File: src/rtl/pwm_color_wheel.sv
// N-channel PWM colour wheel: one shared wheel position, read by each channel
// at its own phase offset, drives a trapezoidal duty profile per LED.
// Duty changes take effect only at PWM period boundaries, so a period is never
// shortened or stretched by a mid-period wheel step.
module pwm_color_wheel #(
    parameter int N_CH       = 3,
    parameter int PWM_BITS   = 8,
    parameter int STEP_CLKS  = 15625,
    parameter int CH_OFFSET  = 2 * (2 ** PWM_BITS),
    parameter bit ACTIVE_LOW = 1'b1
) (
    input  logic            clk,
    input  logic            reset,
    input  logic            en,
    input  logic            dir,
    output logic [N_CH-1:0] led_out,
    output logic            wrap_pulse
);

    localparam int S      = 2 ** PWM_BITS;
    localparam int PERIOD = 6 * S;
    localparam int POS_W  = $clog2(PERIOD);
    localparam int SUM_W  = POS_W + 1;
    localparam int PSC_W  = (STEP_CLKS > 1) ? $clog2(STEP_CLKS) : 1;

    localparam logic [POS_W-1:0]    POS_LAST  = POS_W'(PERIOD - 1);
    localparam logic [PSC_W-1:0]    PSC_LAST  = PSC_W'(STEP_CLKS - 1);
    localparam logic [PWM_BITS-1:0] CNT_LAST  = '1;
    localparam logic [POS_W-1:0]    P_S       = POS_W'(S);
    localparam logic [POS_W-1:0]    P_3S      = POS_W'(3 * S);
    localparam logic [POS_W-1:0]    P_4S      = POS_W'(4 * S);
    localparam logic [PWM_BITS:0]   DUTY_FULL = (PWM_BITS + 1)'(S);
    localparam logic [SUM_W-1:0]    SUM_PER   = SUM_W'(PERIOD);

    // Channel offsets are reduced modulo the wheel length at elaboration, so
    // the runtime sum stays below 2*PERIOD and one conditional subtract suffices.
    function automatic logic [SUM_W-1:0] chan_offset(input int c);
        return SUM_W'((c * CH_OFFSET) % PERIOD);
    endfunction

    // Trapezoid profile: ramp up, hold high, ramp down, hold low.
    function automatic logic [PWM_BITS:0] target_duty(input logic [POS_W-1:0] p);
        if (p < P_S)
            return p[PWM_BITS:0];
        else if (p < P_3S)
            return DUTY_FULL;
        else if (p < P_4S)
            return (PWM_BITS + 1)'(P_4S - p);
        else
            return '0;
    endfunction

    logic [PSC_W-1:0]    psc;
    logic [POS_W-1:0]    pos;
    logic [PWM_BITS-1:0] pwm_cnt;
    logic [PWM_BITS:0]   duty_q   [N_CH];
    logic [PWM_BITS:0]   target   [N_CH];
    logic [SUM_W-1:0]    chan_sum [N_CH];
    logic                tick;
    logic                wrap_now;

    assign tick     = en && (psc == PSC_LAST);
    assign wrap_now = dir ? (pos == '0) : (pos == POS_LAST);

    // Prescaler, wheel position and registered wrap pulse.
    always_ff @(posedge clk) begin
        if (reset) begin
            psc        <= '0;
            pos        <= '0;
            wrap_pulse <= 1'b0;
        end else begin
            wrap_pulse <= tick && wrap_now;
            if (en)
                psc <= tick ? '0 : psc + PSC_W'(1);
            if (tick) begin
                if (dir)
                    pos <= wrap_now ? POS_LAST : pos - POS_W'(1);
                else
                    pos <= wrap_now ? '0 : pos + POS_W'(1);
            end
        end
    end

    // Per-channel wheel position and target duty.
    always_comb begin
        for (int c = 0; c < N_CH; c++) begin
            chan_sum[c] = {1'b0, pos} + chan_offset(c);
            if (chan_sum[c] >= SUM_PER)
                chan_sum[c] = chan_sum[c] - SUM_PER;
            target[c] = target_duty(chan_sum[c][POS_W-1:0]);
        end
    end

    // PWM counter, period-aligned duty load and registered LED drive.
    always_ff @(posedge clk) begin
        if (reset) begin
            pwm_cnt <= '0;
            led_out <= {N_CH{ACTIVE_LOW}};
            for (int c = 0; c < N_CH; c++)
                duty_q[c] <= '0;
        end else begin
            pwm_cnt <= pwm_cnt + PWM_BITS'(1);
            for (int c = 0; c < N_CH; c++) begin
                if (pwm_cnt == CNT_LAST)
                    duty_q[c] <= target[c];
                led_out[c] <= ({1'b0, pwm_cnt} < duty_q[c]) ^ ACTIVE_LOW;
            end
        end
    end

endmodule

File: config.mk
export PLATFORM = sky130hd
export DESIGN_NAME = pwm_color_wheel
export DESIGN_NICKNAME = d
export VERILOG_FILES = /design/src/rtl/pwm_color_wheel.sv
export SDC_FILE = /design/constraint.sdc
export NUM_CORES = 1
export LEC_CHECK = 0
export CORE_MARGIN = 2
export CORE_UTILIZATION = 40
export DETAILED_ROUTE_END_ITERATION = 8
export GPL_ROUTABILITY_DRIVEN = 0
export GPL_TIMING_DRIVEN = 0
export PLACE_DENSITY_LB_ADDON = 0.05
export SLEW_MARGIN = 5
export SYNTH_ARGS = -nofsm -noshare
export SYNTH_HDL_FRONTEND = slang
export SYNTH_SLANG_ARGS = --single-unit
File: constraint.sdc
create_clock -name clk -period 2.8 [get_ports clk]
set_input_delay 0.56 -clock clk [delete_from_list [all_inputs] [get_ports clk]]
set_output_delay 0.56 -clock clk [all_outputs]
set_load 0.02 [all_outputs]
==> summary.md <==
| Metric | Value |
|---|---|
| Result of the run | completed |
| Clock root buffer master | sky130_fd_sc_hd__clkbuf_8 |
| Count of cell types in the netlist | 46 |
| Clock-pin slew of the registers on the worst-case setup and hold paths | 0.08 ns |
| Worst-case setup margin in the final layout | 0.158 ns |
| Die boundary height | about 100 um |
| Post-synthesis simple-gate area fraction | 22.7% |
| Post-route DRC | 0 |
| Vias in the first global route | 3140 |
| Number of buffers inserted by port buffering | 7 |
| Synthesized netlist cell count | ~440 |
| Critical path, cell by cell | clkdlybuf4s50_1 -> or4bb_1 -> or4_1 -> buf_2 -> clkbuf_1 -> nor2_1 -> o21ai_0 -> a31oi_1 |
| Fraction of the mapped netlist area in compound gates | between 15 and 20% |
| Initial antenna violation count | 0 |
| H-tree depth | 3 |
| Kind of critical path | primary input to flip-flop |
| Ratio of total power to cell area | 482 nW/um^2 |
| Iter 0 DRT Violations | 197 |
| CORE AREA | 9240 um^2 |
| Boundary Pins | 8 |
| Final Hold Fails | 0 |
| Sink Count | 64 |
| Register bit total from synthesis | 64 |
| Final cell area excluding filler cells | 4260 um^2 |
| Effective utilization at floorplan | 41.1% |
| Max Transition Viols Final | 0 |
| Xor and xnor area share after synthesis | 4.15% |
| Synthesized-area fraction occupied by adder cells | 9.88% |
| Final number of setup-violating endpoints | 0 |
| Placement row count | 35 |
| Via count | 3165 |
| Post-synth EDFFs | 27 |
| End-of-flow core utilization | 46.1% |
| Setup TNS | 0 ns |
| Most frequent cells in the layout | sky130_fd_sc_hd__nor2_1 (51), sky130_fd_sc_hd__dfxtp_1 (37), sky130_fd_sc_hd__nand2_1 (36) |
| Clock Latency Late Sink | 0.36 ns |
| Worst-Margin Slew | 0.660 ns |
| Required time worst endpoint | a little over 3 ns |
| Min Clock Period, post-route | 2.64 ns |
| Post-Syn Nets | 478 |
| # fillers | ~920 |
| Sequential cell area fraction in the yosys report | 40.8% |
| Area delta synth->final | 12.0% |
| Mean number of vias per cell | 5.32 |
| Worst setup timing slack at the placement stage | -0.200 ns |
| Total number of yosys warnings | 0 |
| Clock skew after layout | 0.0135 ns |
| Chip width | just over 100 um |
| Worst min-delay path class | flip-flop to flip-flop |
| Share of synthesized flip-flops with an asynchronous set or reset | 0% |
| Dominant combinational cell family by area after synthesis | simple AND/OR/NAND/NOR gates |
| Share of final-layout standard cells stronger than drive strength 1 | 4.94% |
| Largest net degree at the start of global routing | 28 |
| RSZ-0062 raised after global routing | no |
| Ant diodes | 0 |
| Pre-Repair DR Iteration Count | 4 |
| Cell with the largest stage delay on the worst path | sky130_fd_sc_hd__clkdlybuf4s50_1 |
| Global-route wire length before repair | between 15 and 20 mm |
| Detail Route Antenna Nets | 0 |
| Post-Synthesis Cell Area | 3800 um^2 |
| Fraction of synthesized area in multiplexers | 0.263% |
| Critical path arrival | 2.91 ns |
| Clock buffer count from CTS | 9 |
| Remaining global-route overflow | 0 |
| Primary FF master, synth | sky130_fd_sc_hd__dfxtp_1 |
| Number of nets in the final layout | 495 |
| Kind of end point of the critical path | flip-flop |
| Max-Cap Viols | 0 |
| CP peak stage delay | 0.58 ns |
| Max Root-Sink Buffers | 2 |
| Combined global-route utilization of all metal layers | 19.6% |
| Critical path startpoint category | primary input |
| Final Cycle Share | 94.4% |
| VDD IR max | 0.271 mV |
| Area enclosed by the die boundary | between 10000 and 15000 um^2 |
| Final Routed Wirelength | 9.09 mm |
| Achievable clock frequency | 379 MHz |
| CTS tree | built |
| Area post-placement | 4030 um^2 |
| Routed length per placed instance | 15.3 um |
| Leading cell type in the layout, fill and taps excluded | sky130_fd_sc_hd__nor2_1 |
| Reported leakage power | 1.57 nW |
| Half-perimeter wire length of the detailed placement result | about 6.8 mm |
| Average size of a mapped cell | 8.56 um^2 |
| Relative slew slack | 55.6% |
| Top fanout value on the critical path | 10 |
[final cells by class]
cell class	instances	area [um^2]	area share, %
Inverter	35	131	3.09
Clock inverter	6	88.8	2.09
Sequential cell	64	1550	36.4
Clock buffer	10	138	3.23
Timing Repair Buffer	7	70.1	1.65
Tap cell	129	161	3.79
Buffer	23	87.6	2.06
Multi-Input combinational cell	321	2030	47.6
[metrics by stage]
stage	power (W)	hold slack [ns]	cells
final	0.00205	0.497	595
after global routing	0.00214	0.530	595
after CTS	0.00207	0.502	596
after detailed placement	0.00115	0.489	580
after global placement	0.00115	0.483	580
after floorplan	0.00111	0.439	444
[flip-flops by register name, summed over array words and instances (netlist names)]
register and flops:
pos 11, wrap_pulse 1, led_out 3, psc 14
pwm_cnt 8, duty_q 27
[metal layers]
layer / vias up / global-route usage (%) / share of wire (%)
met2: 55 / 32.1 / 47
met1: 1478 / 24.5 / 47
li1: 1605 / - / -
met3: 27 / 4.21 / 2.8
met4: 0 / 9.25 / 3.1
met5: - / 0 / 0
[cells by family (layout without fill, tap and decap cells)]
kind of cell	count (synthesis)	count (layout)
AO/OA/AOI/OAI	99	99
adder cells (fa/ha/maj)	30	30
buffers and inverters	59	81
multiplexers	1	1
AND/OR/NAND/NOR	173	173
XOR/XNOR	18	18
flip-flops	64	64
[repair_timing]
item                                    CTS  global route
hold buffers                              0             0
buffers inserted                          0             0
resized for setup                         0             1
endpoints found under the hold margin     0             0
endpoints found under the setup margin    0             7
[Yosys cell counts (2+ instances only)]
cell type,instances,area (um^2)
sky130_fd_sc_hd__nand2b_1,7,43.8
sky130_fd_sc_hd__clkbuf_1,20,75.1
sky130_fd_sc_hd__a221oi_1,3,26.3
sky130_fd_sc_hd__nor2b_1,4,25.0
sky130_fd_sc_hd__o21ai_0,24,120
sky130_fd_sc_hd__edfxtp_1,27,811
sky130_fd_sc_hd__a31oi_1,2,12.5
sky130_fd_sc_hd__nor4_1,7,43.8
sky130_fd_sc_hd__buf_1,3,11.3
sky130_fd_sc_hd__a21o_1,8,60.1
sky130_fd_sc_hd__inv_1,35,131
sky130_fd_sc_hd__xnor2_1,9,78.8
sky130_fd_sc_hd__nand2_1,36,135
sky130_fd_sc_hd__o21bai_1,2,15.0
sky130_fd_sc_hd__nand4_1,5,31.3
sky130_fd_sc_hd__and4_1,2,17.5
sky130_fd_sc_hd__or4_1,2,15.0
sky130_fd_sc_hd__a211oi_1,7,52.6
sky130_fd_sc_hd__a21oi_1,28,140
sky130_fd_sc_hd__and2_1,5,31.3
sky130_fd_sc_hd__ha_1,30,375
sky130_fd_sc_hd__a22oi_1,20,150
sky130_fd_sc_hd__nor3_1,15,75.1
sky130_fd_sc_hd__nand3_1,13,65.1
sky130_fd_sc_hd__and3_1,4,25.0
sky130_fd_sc_hd__or2_2,5,31.3
sky130_fd_sc_hd__dfxtp_1,37,741
sky130_fd_sc_hd__nor2_1,51,191
sky130_fd_sc_hd__and2_0,2,12.5
sky130_fd_sc_hd__or3_1,7,43.8
sky130_fd_sc_hd__xor2_1,9,78.8
[critical path, delay by kind of cell]
family          cells  cell delay, ns
compound gates      2            0.35
buf+inv             3            1.00
simple gates        3            1.00
[power breakdown]
part           internal (W)  switching (W)
sequential         0.000997      0.0000151
clock              0.000529       0.000394
combinational     0.0000491      0.0000677
total               0.00157       0.000477
[final timing paths]
kind | from | end | slack (ns) | depth (start not counted)
worst max-delay path | en | pos[5]$_SDFFE_PP0P_ | 0.16 | 8
worst min-delay path | pwm_cnt[0]$_SDFF_PP0_ | pwm_cnt[0]$_SDFF_PP0_ | 0.50 | 1
worst max register to register | pos[1]$_SDFFE_PP0P_ | duty_q[0][24]$_SDFFCE_PN0P_ | 0.21 | 8
worst min register to register | pwm_cnt[0]$_SDFF_PP0_ | pwm_cnt[0]$_SDFF_PP0_ | 0.50 | 1
(Power assumes the default switching activity.)
